$ cat config.mk
export PLATFORM = sky130hd
export DESIGN_NAME = div_seq
export DESIGN_NICKNAME = d
export VERILOG_FILES = /design/src/rtl/div_seq_pkg.sv /design/src/rtl/div_seq_sub_cla.sv /design/src/rtl/div_seq.sv
export SDC_FILE = /design/constraint.sdc
export NUM_CORES = 1
export LEC_CHECK = 0
export ABC_AREA = 1
export ABC_CLOCK_PERIOD_IN_PS = 3250
export CORE_AREA = 2 2 172 124
export CTS_CLUSTER_DIAMETER = 150
export CTS_CLUSTER_SIZE = 20
export DETAILED_ROUTE_END_ITERATION = 12
export DIE_AREA = 0 0 174 126
export PLACE_DENSITY = 0.65
export SYNTH_ARGS = -nofsm -noshare
export SYNTH_HDL_FRONTEND = slang
export SYNTH_SLANG_ARGS = --single-unit
$ cat constraint.sdc
create_clock -name clk -period 3.25 [get_ports clk]
set_input_delay 0.4875 -clock clk [delete_from_list [all_inputs] [get_ports clk]]
set_output_delay 0.4875 -clock clk [all_outputs]
set_load 0.03 [all_outputs]
$ cat src/rtl/div_seq_pkg.sv
// rtl/div_seq_pkg.sv - shared state encoding and width defaults for the divider and factorial controller
package div_seq_pkg;

    localparam int DIV_WIDTH = 32;

    typedef enum logic [1:0] {
        ST_IDLE = 2'd0,
        ST_RUN  = 2'd1,
        ST_DONE = 2'd2
    } div_state_t;

    // Subtractor width: operand width plus the partial-remainder guard bit, rounded up to whole 4-bit slices
    function automatic int cla_width(input int w);
        return ((w + 1 + 3) / 4) * 4;
    endfunction

endpackage

$ cat src/rtl/div_seq_sub_cla.sv
// rtl/div_seq_sub_cla.sv - adder built from chained 4-bit carry-lookahead slices
module sub_cla #(
    parameter int WIDTH = 36
) (
    input  logic [WIDTH-1:0] a,
    input  logic [WIDTH-1:0] b,
    input  logic             ci,
    output logic [WIDTH-1:0] s,
    output logic             co
);

    localparam int NS = WIDTH / 4;

    logic [NS:0] carry;

    assign carry[0] = ci;

    // Each slice resolves its internal carries in parallel; slices ripple into one another
    for (genvar k = 0; k < NS; k++) begin : g_slice
        logic [3:0] g;
        logic [3:0] p;
        logic [3:0] c;

        assign g = a[4*k +: 4] & b[4*k +: 4];
        assign p = a[4*k +: 4] ^ b[4*k +: 4];

        assign c[0] = carry[k];
        assign c[1] = g[0] | (p[0] & carry[k]);
        assign c[2] = g[1] | (p[1] & g[0]) | (p[1] & p[0] & carry[k]);
        assign c[3] = g[2] | (p[2] & g[1]) | (p[2] & p[1] & g[0])
                    | (p[2] & p[1] & p[0] & carry[k]);
        assign carry[k+1] = g[3] | (p[3] & g[2]) | (p[3] & p[2] & g[1])
                          | (p[3] & p[2] & p[1] & g[0])
                          | (p[3] & p[2] & p[1] & p[0] & carry[k]);

        assign s[4*k +: 4] = p ^ c;
    end

    assign co = carry[NS];

endmodule

$ cat src/rtl/div_seq.sv
// rtl/div_seq.sv - sequential unsigned restoring divider, one quotient bit per clock
module div_seq
    import div_seq_pkg::*;
#(
    parameter int WIDTH = DIV_WIDTH
) (
    input  logic             clk,
    input  logic             reset_n,
    input  logic             op_start,
    input  logic             op_clear,
    input  logic [WIDTH-1:0] dividend,
    input  logic [WIDTH-1:0] divisor,
    output logic [WIDTH-1:0] quotient,
    output logic [WIDTH-1:0] remainder,
    output logic             busy,
    output logic             done,
    output logic             div_zero
);

    localparam int CW    = cla_width(WIDTH);
    localparam int CNT_W = $clog2(WIDTH);

    div_state_t state;
    div_state_t state_next;

    logic [WIDTH:0]   r_reg;
    logic [WIDTH-1:0] q_reg;
    logic [WIDTH-1:0] d_reg;
    logic [CNT_W-1:0] cnt;

    logic             accept;
    logic             divisor_zero;
    logic             last_step;
    logic [WIDTH:0]   shifted;
    logic [CW-1:0]    cla_a;
    logic [CW-1:0]    cla_b;
    logic [CW-1:0]    cla_s;
    logic             cla_co;
    logic [WIDTH:0]   r_next;
    logic [WIDTH-1:0] q_next;
    logic             unused_bits;

    assign accept       = op_start && (state == ST_IDLE || state == ST_DONE);
    assign divisor_zero = (divisor == '0);
    assign last_step    = (cnt == '0);

    // Trial subtraction shifted - D as shifted + ~D + 1; carry-out high means no borrow
    assign shifted = {r_reg[WIDTH-1:0], q_reg[WIDTH-1]};
    assign cla_a   = CW'(shifted);
    assign cla_b   = ~CW'(d_reg);

    sub_cla #(.WIDTH(CW)) u_sub_cla (
        .a  (cla_a),
        .b  (cla_b),
        .ci (1'b1),
        .s  (cla_s),
        .co (cla_co)
    );

    assign r_next = cla_co ? cla_s[WIDTH:0] : shifted;
    assign q_next = {q_reg[WIDTH-2:0], cla_co};

    // Guard bits above the remainder are always zero once the trial is accepted
    assign unused_bits = ^{cla_s[CW-1:WIDTH+1], r_reg[WIDTH]};

    // State register
    always_ff @(posedge clk or negedge reset_n) begin
        if (!reset_n) begin
            state <= ST_IDLE;
        end else begin
            state <= state_next;
        end
    end

    // Next state and status outputs; a new start in DONE wins over op_clear
    always_comb begin
        state_next = state;
        busy       = 1'b0;
        done       = 1'b0;
        unique case (state)
            ST_IDLE: begin
                if (op_start) state_next = divisor_zero ? ST_DONE : ST_RUN;
            end
            ST_RUN: begin
                busy = 1'b1;
                if (last_step) state_next = ST_DONE;
            end
            ST_DONE: begin
                done = 1'b1;
                if (op_start)      state_next = divisor_zero ? ST_DONE : ST_RUN;
                else if (op_clear) state_next = ST_IDLE;
            end
            default: state_next = ST_IDLE;
        endcase
    end

    // Datapath: load on accepted start, iterate in RUN, publish results on completion
    always_ff @(posedge clk or negedge reset_n) begin
        if (!reset_n) begin
            r_reg     <= '0;
            q_reg     <= '0;
            d_reg     <= '0;
            cnt       <= '0;
            quotient  <= '0;
            remainder <= '0;
            div_zero  <= 1'b0;
        end else if (accept) begin
            r_reg <= '0;
            q_reg <= dividend;
            d_reg <= divisor;
            cnt   <= CNT_W'(WIDTH - 1);
            if (divisor_zero) begin
                quotient  <= '1;
                remainder <= dividend;
                div_zero  <= 1'b1;
            end
        end else if (state == ST_RUN) begin
            r_reg <= r_next;
            q_reg <= q_next;
            cnt   <= cnt - 1'b1;
            if (last_step) begin
                quotient  <= q_next;
                remainder <= r_next[WIDTH-1:0];
                div_zero  <= 1'b0;
            end
        end
    end

endmodule

==> flow_summary.toml <==
[outcome]
status = "completed"

[routing]
via_count = 7849
first_pass_iters = 5
drcViolationCount = 0
ant_nets = 0
wl_per_cell_um = 15.73
dr.first_iter.drc_count = 751
drt-total-wl_mm = 24.28
avgViaCountPerCell = 5.087

[placed_design]
place_inst = 1511
place_congestion = 0.8733
place_hpwl_mm = 17.02
numPortBuffers = 134

[synth]
synth_area_leaders = "dfrtp_1 (47%), nand2_1 (12%), o21ai_0 (6.6%)"
dominantRegCellSynth = "dfrtp_1"
ys_seq_area_share_pct = 46.90
synth_top_cell_by_area = "dfrtp_1"
synth_top_cell_area_share_pct = 46.90
synth-simple-area-share_pct = 23.59
syn_area_um2 = 8964
synth_edf_count = 0
synth_warnings = 0
syn_nets = 1238
synth_top_family_by_area = "simple AND/OR/NAND/NOR gates"
async_flop_share_pct = 100.0
synth-adder-area-share_pct = 6.449
synth-xor-area-share_pct = 2.052
synth_cell_types = 35
synth_cells = 1128
synth_compound_area_share_pct = 12.38
postSynthAreaPerCell_um2 = 7.946
ys_ff_latch = 168
synth.mux.area_fraction_pct = 0

[floorplan]
num_rows = 44
pin_count = 135
dieWidth_um = 174
die_area_um2 = 21920
initial_core_util_pct = 44.24
core_um2 = 20260
fp.dieH_um = 126

[pwr]
leakage_nw = 5.614
power_per_cell_area_nw_per_um2 = 1233
ir_drop_mv = 0.4805

[worst_setup_path]
endpoint = "remainder[19]$_DFFE_PN0P_"
regToRegSetupSlack_ps = 250
crit_type = "flip-flop to flip-flop"
endpoint_kind = "flip-flop"
cp_max_fo = 16
r2r_end = "remainder[19]$_DFFE_PN0P_"
cp.arrival_ps = 3330
rr_startpoint = "r_reg[4]$_DFFE_PN0P_"
critPathRequiredTime_ps = 3570
worst_setup_path_start_kind = "flip-flop"
critPathLaunch = "r_reg[4]$_DFFE_PN0P_"
reg2reg_depth = 23

[timing]
grt_setup_unrepaired = "false"
slew_viol_final = 0
finalCriticalPeriod_ps = 3004
finalHoldViolCount = 0
worstMarginPinSlew_ps = 691.7
fmax_mhz = 332.9
slew_headroom_pct = 53.89
fin_crit_sh_pct = 92.42
setup_violations = 0
final.setup.tns_ps = 0
skew_ps = 9.136
hold_slack_ps = 80.55

[cells_and_area]
layout_commonest_cell = "nand2_1"
num-fill-cells = 1928
layout.nets = 1364
diodes = 0
fin_util_pct = 56.21
drive_gt1_share_pct = 9.313
synthToLayoutAreaGrowth_pct = 27.05
layout_common_cells = "nand2_1 (278), dfrtp_1 (168), inv_1 (137), clkdlybuf4s50_1 (133), o21ai_0 (119)"
stdcell_count = 1543

[cts]
clkTransAtPathRegs_ps = 70
cts_tree = "built"
cts_sinks = 168
clockBufferDepth = 2
cts-resized-gates = 0
cts_buffers = 17
h-tree-depth = 4
ctsHoldBuffers = 0
clockRootBuffer = "clkbuf_16"
post-cts-setup-buffer-count = 0
clock_latency_ps = 430

[grt]
grt_use_total_pct = 22.72
grt_pass1_wl_mm = 39.45
grt_pass1_vias = 7313
grt_overflow_total = 0
antenna_found_initial = 0
grt_max_degree = 101

[worst_hold_path]
hold_class = "primary input to asynchronous set/reset pin"

[flow_run]
max-cap-violations = 0
## how the worst min path moves through the flow
stage                                     start                        to
after floorplan                         reset_n        cnt[0]$_DFFE_PN0P_
after global placement    q_reg[11]$_DFFE_PN0P_     q_reg[11]$_DFFE_PN0P_
after detailed placement  q_reg[11]$_DFFE_PN0P_     q_reg[11]$_DFFE_PN0P_
after CTS                               reset_n  quotient[29]$_DFFE_PN0P_
after global routing                    reset_n  quotient[27]$_DFFE_PN0P_
final                                   reset_n  quotient[29]$_DFFE_PN0P_
## synth_stat cells (all sizes together) (2+ instances only)
| cell | instances |
|---|---|
| dfrtp | 168 |
| nand3 | 77 |
| clkinv | 4 |
| nand4 | 3 |
| o21ai | 120 |
| nor4 | 8 |
| inv | 139 |
| buf | 10 |
| a31oi | 27 |
| fa | 7 |
| or2 | 32 |
| nor2 | 67 |
| nor3 | 4 |
| nand2 | 294 |
| xnor2 | 13 |
| o221ai | 2 |
| xor2 | 8 |
| ha | 35 |
| clkbuf | 46 |
| a21oi | 56 |
## worst max-delay path: stages, from the launching register on
cell	delay [ps]
dfrtp_1	410
ha_1	350
inv_2	60
nor3_1	220
nand2_1	80
nand2_1	150
nand2_1	70
nand2_1	80
nand2_1	60
nand2_1	90
nand2_1	60
nand2_1	100
nand2_1	70
nand2_2	90
nand2_1	70
nand2_2	90
nand2_2	70
nand2_2	80
nand2_4	80
buf_4	230
nand3_1	110
nand3_1	150
nand2_1	90
inv_1	40
## power by group
part           internal [W]  switching (W)
Combinational       0.00314        0.00500
Sequential          0.00312       0.000578
Clock               0.00131       0.000884
Total               0.00757        0.00647
## area by class of cell
cell class	count	area, µm²	share of cell area [%]
Sequential cell	168	4204	36.92
Clock buffer	18	439.2	3.856
Timing Repair Buffer	163	1648	14.47
Inverter	143	536.8	4.713
Multi-Input combinational cell	761	4020	35.30
Tap cell	276	345.3	3.032
Clock inverter	14	195.2	1.714
## metrics by stage
stage	total power, W	setup slack, ps	area (µm²)
final	0.01404	246.3	11390
after global placement	0.01165	228.0	10740
after global routing	0.01531	12.81	11390
after floorplan	0.009403	733.2	8964
after detailed placement	0.01181	240.1	10740
after CTS	0.01407	260.0	11380
## routing by layer
layer,GRT usage (%),up-vias,routed length (µm)
met3,3.744,24,1453
li1,-,3869,-
met2,32.15,247,10040
met1,35.79,3709,12550
met5,0,-,0
met4,5.981,0,236
## cells by family (layout without fill, tap and decap cells)
family,count (synthesis),count (layout)
DFF,168,168
AOI/OAI and AO/OA,210,210
buffers and inverters,199,338
and+or+nand+nor,488,488
xor gates and xnor gates,21,21
adders and majority gates,42,42
No activity file was read; power rests on OpenSTA's default activity.
